[src/rtl/led_blink_pkg.sv]
// Shared constants for the LED blink controller: mode encoding and burst-count width.
// The BURST feature is compiled in only when LED_BLINK_BURST_EN is defined.
package led_blink_pkg;

    typedef enum logic [1:0] {
        MODE_OFF   = 2'b00,
        MODE_ON    = 2'b01,
        MODE_BLINK = 2'b10,
        MODE_BURST = 2'b11
    } mode_e;

    localparam int BURST_W = 8;

    function automatic logic mode_is_busy(input mode_e m);
        return (m == MODE_BLINK) || (m == MODE_BURST);
    endfunction

endpackage

[src/rtl/led_blink_chan.sv]
// One LED channel: mode state, half-period counter and (with LED_BLINK_BURST_EN) the burst count.
// A write always wins over a coincident tick.
module led_blink_chan
    import led_blink_pkg::*;
#(
    parameter int CNT_W = 16
) (
    input  logic               clk_i,
    input  logic               rst_i,
    input  logic               we_i,
    input  logic               tick_i,
    input  logic [1:0]         mode_i,
    input  logic [CNT_W-1:0]   half_i,
`ifdef LED_BLINK_BURST_EN
    input  logic [BURST_W-1:0] burst_i,
    output logic               done_o,
`endif
    output logic               led_o,
    output mode_e              state_o
);

    mode_e              state_q;
    logic [CNT_W-1:0]   cnt_q;
    logic [CNT_W-1:0]   half_q;
    logic               led_q;
    logic [CNT_W-1:0]   cnt_d;
    logic               wrap_d;
`ifdef LED_BLINK_BURST_EN
    logic [BURST_W-1:0] rem_q;
    logic               done_q;
`endif

    // The counter never passes half-1: it clears on the tick that reaches it.
    always_comb begin
        wrap_d = (cnt_q == (half_q - 1'b1));
        cnt_d  = wrap_d ? '0 : (cnt_q + 1'b1);
    end

    always_ff @(posedge clk_i or posedge rst_i) begin
        if (rst_i) begin
            state_q <= MODE_OFF;
            cnt_q   <= '0;
            half_q  <= CNT_W'(1);
            led_q   <= 1'b1;
`ifdef LED_BLINK_BURST_EN
            rem_q   <= '0;
            done_q  <= 1'b0;
`endif
        end else begin
`ifdef LED_BLINK_BURST_EN
            done_q <= 1'b0;
`endif
            if (we_i) begin
`ifdef LED_BLINK_BURST_EN
                state_q <= mode_e'(mode_i);
                rem_q   <= burst_i;
`else
                state_q <= (mode_i == MODE_BURST) ? MODE_BLINK : mode_e'(mode_i);
`endif
                half_q  <= (half_i == '0) ? CNT_W'(1) : half_i;
                cnt_q   <= '0;
                led_q   <= (mode_i != MODE_OFF);
            end else begin
                case (state_q)
                    MODE_BLINK: begin
                        if (tick_i) begin
                            cnt_q <= cnt_d;
                            if (wrap_d) led_q <= ~led_q;
                        end
                    end
`ifdef LED_BLINK_BURST_EN
                    MODE_BURST: begin
                        if (rem_q == '0) begin
                            state_q <= MODE_OFF;
                            led_q   <= 1'b0;
                            cnt_q   <= '0;
                            done_q  <= 1'b1;
                        end else if (tick_i) begin
                            cnt_q <= cnt_d;
                            if (wrap_d) begin
                                led_q <= ~led_q;
                                // A falling toggle closes one on/off period.
                                if (led_q) begin
                                    rem_q <= rem_q - 1'b1;
                                    if (rem_q == BURST_W'(1)) begin
                                        state_q <= MODE_OFF;
                                        cnt_q   <= '0;
                                        done_q  <= 1'b1;
                                    end
                                end
                            end
                        end
                    end
`endif
                    default: ;
                endcase
            end
        end
    end

    assign led_o   = led_q;
    assign state_o = state_q;
`ifdef LED_BLINK_BURST_EN
    assign done_o  = done_q;
`endif

endmodule

[src/rtl/led_blink_ctrl.sv]
// Multi-channel LED blink controller: shared prescaler, write decode, NUM_CH channel instances.
// Define LED_BLINK_BURST_EN to enable BURST mode; otherwise mode 11 runs as BLINK and done is 0.
module led_blink_ctrl
    import led_blink_pkg::*;
#(
    parameter int NUM_CH    = 4,
    parameter int CNT_W     = 16,
    parameter int PRESC_MAX = 100,
    localparam int CH_W     = (NUM_CH > 1) ? $clog2(NUM_CH) : 1
) (
    input  logic               sys_clk,
    input  logic               sys_rst,
    input  logic               cfg_we,
    input  logic [CH_W-1:0]    cfg_ch,
    input  logic [1:0]         cfg_mode,
    input  logic [CNT_W-1:0]   cfg_half,
    input  logic [BURST_W-1:0] cfg_burst,
    output logic [NUM_CH-1:0]  led_out,
    output logic [NUM_CH-1:0]  busy,
    output logic [NUM_CH-1:0]  done
);

    localparam int PW = (PRESC_MAX > 1) ? $clog2(PRESC_MAX) : 1;

    logic [PW-1:0] presc_q;
    logic [PW-1:0] presc_d;
    logic          tick;
    mode_e         chan_state [NUM_CH];

    always_comb begin
        tick    = (presc_q == PW'(PRESC_MAX - 1));
        presc_d = tick ? '0 : (presc_q + 1'b1);
    end

    always_ff @(posedge sys_clk or posedge sys_rst) begin
        if (sys_rst) presc_q <= '0;
        else         presc_q <= presc_d;
    end

    for (genvar i = 0; i < NUM_CH; i++) begin : g_ch
        logic we_ch;
        // Channel numbers at or above NUM_CH match no instance and are dropped.
        assign we_ch = cfg_we && (cfg_ch == CH_W'(i));

        led_blink_chan #(.CNT_W(CNT_W)) u_chan (
            .clk_i   (sys_clk),
            .rst_i   (sys_rst),
            .we_i    (we_ch),
            .tick_i  (tick),
            .mode_i  (cfg_mode),
            .half_i  (cfg_half),
`ifdef LED_BLINK_BURST_EN
            .burst_i (cfg_burst),
            .done_o  (done[i]),
`endif
            .led_o   (led_out[i]),
            .state_o (chan_state[i])
        );

        assign busy[i] = mode_is_busy(chan_state[i]);
    end

`ifndef LED_BLINK_BURST_EN
    logic unused_burst;
    assign unused_burst = ^cfg_burst;
    assign done = '0;
`endif

endmodule

[config.mk]
export PLATFORM = sky130hd
export DESIGN_NAME = led_blink_ctrl
export DESIGN_NICKNAME = d
export VERILOG_FILES = /design/src/rtl/led_blink_pkg.sv /design/src/rtl/led_blink_chan.sv /design/src/rtl/led_blink_ctrl.sv
export SDC_FILE = /design/constraint.sdc
export NUM_CORES = 1
export LEC_CHECK = 0
export ABC_AREA = 1
export BUFFER_PORTS_ARGS = -buffer_cell sky130_fd_sc_hd__buf_2
export CAP_MARGIN = 5
export CORE_MARGIN = 5
export CORE_UTILIZATION = 38
export DETAILED_ROUTE_END_ITERATION = 10
export MAX_ROUTING_LAYER = met4
export PLACE_DENSITY = 0.53
export SLEW_MARGIN = 25
export SYNTH_ARGS = -nofsm -noshare
export SYNTH_HDL_FRONTEND = slang
export SYNTH_SLANG_ARGS = --single-unit
[constraint.sdc]
create_clock -name sys_clk -period 4 [get_ports sys_clk]
set_input_delay 0.4 -clock sys_clk [delete_from_list [all_inputs] [get_ports sys_clk]]
set_output_delay 0.4 -clock sys_clk [all_outputs]
set_load 0.03 [all_outputs]
-- Word level (Yosys, flattened, before mapping)
Cells that the tools add are included.
- register bits after elaboration: 147
- bits of input ports: 31
- output and inout bits: 12
- word-level logic and storage cells: 113
- mux-type cells: 35
- $add $sub $neg: 9
- bitwise gates (word level): 4
- eq/ne operators: 17
- reduce and logical (&&, ||, !) cells: 31
- operators with widths (cell ; number):
    2-to-1 mux 16 bit ; 17
    adder 16 x 1 -> 16 bit, second input constant ; 4
    equality test 16 bit ; 4
    subtractor 16 x 1 -> 16 bit, second input constant ; 4
    nonzero test 2 bit ; 13
    equality test 2 bit, second input constant ; 11
    zero test 16 bit ; 1
    2-to-1 mux 1 bit ; 16
    AND reduction 3 bit ; 4
    AND reduction 2 bit ; 4
    adder 7 x 1 -> 7 bit, second input constant ; 1
    equality test 7 bit, second input constant ; 1
    2-to-1 mux 7 bit ; 1
    logical AND 1 bit ; 4
    logical OR 1 bit ; 4
    NOT 1 bit ; 4
    equality test 2 x 1 -> 1 bit, second input constant ; 1
    zero test 2 bit ; 1
    2-to-1 mux 2 bit ; 1

-- Logic depth before layout (Yosys ltp)
- word-level depth: 6
- gate-level depth with buffers: 16

-- Modules after synthesis
From an unflattened synthesis, not the netlist that was laid out.
- cell total of the unflattened synthesis: 1295
- area, all modules: 9660.5 µm²
- modules (own cells, without submodules) (module ; cells an instance ; instances ; sequential area each (µm²) ; area each (µm²)):
    led_blink_chan ; 309 ; 4 ; 878.3 ; 2307.2
    led_blink_ctrl ; 59 ; 1 ; 175.2 ; 431.7

-- Worst setup path after synthesis
No wires, ideal clock.
- kind: register to register
- from: register g_ch[3].u_chan.half_q[0]
- to: register g_ch[3].u_chan.cnt_q[11]
- required time: 3870 ps
- arrival time: 1779 ps
- setup time: 130 ps
- stages on the path, launching flop included: 16
- clock period less this slack: 1908 ps
- path slack: 2092 ps
- cells stage by stage: dfstp_2 -> inv_1 -> ha_1 -> nand2_2 -> nor2_2 -> nand2_1 -> nand2_1 -> nand2_1 -> nand2_1 -> nor2_1 -> nand2_1 -> nor2_2 -> nand2_4 -> nand2_4 -> buf_6 -> o22ai_1
- word-level cells in the longest chain between the ends: 6
- ends and longest elaborated chain (item ; RTL line ; source):
    from (decl) ; led_blink_chan.sv:24 ; logic [CNT_W-1:0] half_q;
    from (signal assigned) ; led_blink_chan.sv:60 ; half_q <= (half_i == '0) ? CNT_W'(1) : half_i;
    subtractor 16 x 1 -> 16 bit ; led_blink_chan.sv:35 ; wrap_d = (cnt_q == (half_q - 1'b1));
    equality test 16 bit ; led_blink_chan.sv:35 ;
    2-to-1 mux 16 bit ; led_blink_chan.sv:36 ; cnt_d = wrap_d ? '0 : (cnt_q + 1'b1);
    2-to-1 mux 16 bit ; led_blink_chan.sv:66 ; if (tick_i) begin
    2-to-1 mux 16 bit ; led_blink_chan.sv:64 ; case (state_q)
    2-to-1 mux 16 bit ; led_blink_chan.sv:53 ; if (we_i) begin
    to (signal assigned) ; led_blink_chan.sv:67 ; cnt_q <= cnt_d;
    to (decl) ; led_blink_chan.sv:23 ; logic [CNT_W-1:0] cnt_q;
Every way passes these cells. The select of a mux whose other input is x is not followed.
A chain may end at the register's enable or synchronous reset.

-- Final worst setup path
- from: register presc_q[0]
- to: register g_ch[0].u_chan.cnt_q[12]
- word-level cells in the longest chain between the ends: 3
- ends and longest elaborated chain (item ; RTL line ; source):
    from (decl) ; led_blink_ctrl.sv:25 ; logic [PW-1:0] presc_q;
    from (signal assigned) ; led_blink_ctrl.sv:37 ; else presc_q <= presc_d;
    equality test 7 bit ; led_blink_ctrl.sv:31 ; tick = (presc_q == PW'(PRESC_MAX - 1));
    nonzero test 2 bit (no source line) ; - ;
    AND reduction 2 bit (no source line) ; - ;
    to (signal assigned) ; led_blink_chan.sv:67 ;
    to (decl) ; led_blink_chan.sv:23 ;
Every way passes these cells.

==> impl_metrics.py <==
metrics = {
    "run_status": {
        "outcome": "completed",
    },
    "clock_tree": {
        "postCtsSetupRepairBufs": 0,
        "ctsHoldBuffers": 0,
        "root_buffer": "clkbuf_16",
        "cts.sinks": 147,
        "cts_max_level": 4,
        "cts-resized-gates": 0,
        "cts.path.max_buffers": 2,
        "cts_tree": "yes",
        "path_clk_slew_ns": 0.06,
        "cts_buffers": 17,
        "clock_latency_ns": 0.42,
    },
    "route": {
        "drt_pass1_iterations": 5,
        "vias_per_cell": 4.94,
        "wl_per_cell_um": 14.4,
        "ant_nets": 0,
        "drt_iter0_markers": 439,
        "routed_wl_mm": 24.7,
        "drc_errors": 0,
        "vias": 8490,
    },
    "sta": {
        "max_freq_mhz": 414,
        "setup_viol": 0,
        "min_period_ns": 2.42,
        "setup_ws_ns": 1.58,
        "rsz0062_at_grt": "false",
        "slew_headroom_pct": 53.0,
        "final_hold_viol_count": 0,
        "finalSetupTns_ns": 0,
        "report.final.slew_viol_count": 0,
        "tightest_slew_ns": 0.705,
        "finalClockSkew_ns": 0.00722,
        "fin_crit_sh_pct": 60.4,
    },
    "hold_path": {
        "hp-class": "in2async",
    },
    "die": {
        "die_w_um": 170,
        "core_area_um2": 25300,
        "die_area_um2": 29100,
        "die_h_um": 170,
        "start_util_pct": 38.8,
        "rows": 58,
        "ios": 43,
    },
    "pwr": {
        "p_per_area_nw_per_um2": 442,
        "leakage_nw": 5.27,
        "irDropWorstVdd_v": 0.000209,
        "total_power_w": 0.00478,
    },
    "logic_synthesis": {
        "synth_top_area_cell": "dfrtp_1",
        "ys_ff_latch": 147,
        "synth_edf_count": 0,
        "synthTopCellsByArea": "dfrtp_1 36%, nand2_1 16%, xor2_1 6.4%, inv_1 6.0%, o21ai_0 4.9%",
        "ys_warn_count": 0,
        "mappedNetlistArea_um2": 9790,
        "synth_area_per_cell_um2": 7.16,
        "synth_ff_type": "dfrtp_1",
        "async_flop_share_pct": 100,
        "ys_types": 44,
        "synth_top_cell_area_share_pct": 35.5,
        "syn_inst": 1368,
        "yosysSeqAreaShare_pct": 37.7,
    },
    "global_route": {
        "overflow": 0,
        "grt_pass1_wl_mm": 41.1,
        "grt_max_degree": 127,
        "grt_pass1_vias": 7986,
        "grt_usage_pct": 18.1,
        "antenna_found_initial": 0,
    },
    "critical_path": {
        "critPathMaxStageDelay_ns": 0.41,
        "path_depth": 10,
        "cp.required_ns": 4.35,
        "crit_arrival_ns": 2.76,
        "path_cells": "ha_1 -> inv_1 -> nor2_1 -> inv_1 -> nor2_4 -> nand3_1 -> nand2_2 -> inv_1 -> or2_2 -> o21ai_1",
        "start_kind": "register",
        "critPathCaptureType": "register",
        "worstPathMaxFanout": 28,
        "cpMaxStageDelayCell": "nand2_2",
        "cp-startpoint": "presc_q[0]",
        "cpMostUsedCell": "inv_1",
        "ff2ff_path_depth": 10,
        "r2r-start": "presc_q[0]",
        "path_class": "reg2reg",
        "crit_family": "simple AND/OR/NAND/NOR gates",
        "path_buf_inv": 3,
    },
    "final_layout": {
        "nets": 1416,
        "multi_input_area_um2": 5260,
        "layout.cells.non_filler": 1720,
        "final_common_cell": "nand2_1",
        "fillers": 2634,
        "mostFrequentLayoutCells": "413 x nand2_1, 155 x inv_1, 139 x dfrtp_1",
        "drive_gt1_share_pct": 9.22,
        "syn2layout_area_growth_pct": 10.6,
        "seq_area_um2": 3690,
        "final_util_pct": 42.9,
    },
    "run": {
        "cap_violations": 0,
    },
    "placed_design": {
        "io_buffers": 30,
        "dp_slack_ns": 1.19,
        "post-dp-hpwl_mm": 17.9,
        "placedCellCount": 1687,
        "place_congestion": 0.831,
    },
}
==> power by group <==
group          switching [W]  leakage (nW)  internal [W]  total (W)
combinational       0.000680          3.07      0.000420    0.00110
clock               0.000676         0.306       0.00110    0.00178
sequential          0.000222          1.89       0.00169    0.00191
total                0.00158          5.27       0.00321    0.00478
==> cell families (layout without fill, tap and decap cells) <==
kind of cell / count (synthesis) / in the layout / synth area share [%]
compound gates: 131 / 131 / 7.13
buf+inv: 212 / 230 / 8.76
fa+ha+maj: 9 / 9 / 1.15
simple gates: 757 / 757 / 35.3
flops: 147 / 147 / 37.7
other cells: 1 / 5 / 0.0383
xor+xnor: 111 / 111 / 9.93
==> final cells by class <==
type,count,area share (%)
multi-input cells,1012,48.6
flip-flops and latches,147,34.1
inverters,161,5.61
clock buffers,21,4.34
well taps,330,3.81
repair buffers,37,1.99
clock inverters,11,1.61
diodes,1,0.0231
==> path summary, 6_finish.rpt <==
kind	to	slack [ns]
max	g_ch[0].u_chan.cnt_q[12]	1.58
min	presc_q[5]	0.01
max reg2reg	g_ch[0].u_chan.cnt_q[12]	1.58
min reg2reg	presc_q[0]	0.45
max in group asynchronous	g_ch[2].u_chan.half_q[11]	2.96
min in group sys_clk	g_ch[1].u_chan.half_q[4]	0.30
==> metrics by stage <==
step	area [um2]	hold slack, ns
3_5_place_dp	10200	0.451
2_1_floorplan	9800	0.433
3_3_place_gp	10200	0.449
6_report	10800	0.0116
4_1_cts	10800	0.0183
5_1_grt	10800	0.0584
==> state kept, by name, summed over array words and instances, names as in the netlist <==
name / flops
presc_q: 7
g_ch.u_chan.led_o: 4
g_ch.u_chan.half_q: 64
g_ch.u_chan.state_o: 8
g_ch.u_chan.cnt_q: 64
==> cell usage after synthesis, types with 5 or more instances <==
master      n
buf_4       8
o21ai_1     6
buf_2      11
xnor2_1    39
o22ai_1    15
a21oi_1     7
dfstp_2     8
o21ai_0    95
clkbuf_1   27
inv_1     156
nand3_1    79
nand4_1    55
nand3b_1   23
nor3_1     11
nor2_2     10
nor2_4      8
nor2_1    115
dfrtp_1   139
inv_2       5
ha_1        9
nand2_1   413
nand2_2     7
xor2_1     72
nor4_1      9
==> layer usage <==
| layer | track usage [%] | up-vias | part of all wire (%) |
|---|---|---|---|
| met1 | 25.1 | 3983 | 50 |
| met3 | 2.96 | 12 | 3.2 |
| li1 | - | 4374 | - |
| met5 | - | - | 0 |
| met2 | 28.2 | 121 | 46 |
| met4 | 3.61 | 0 | 0.77 |
Power figures use the tool's default switching activity.
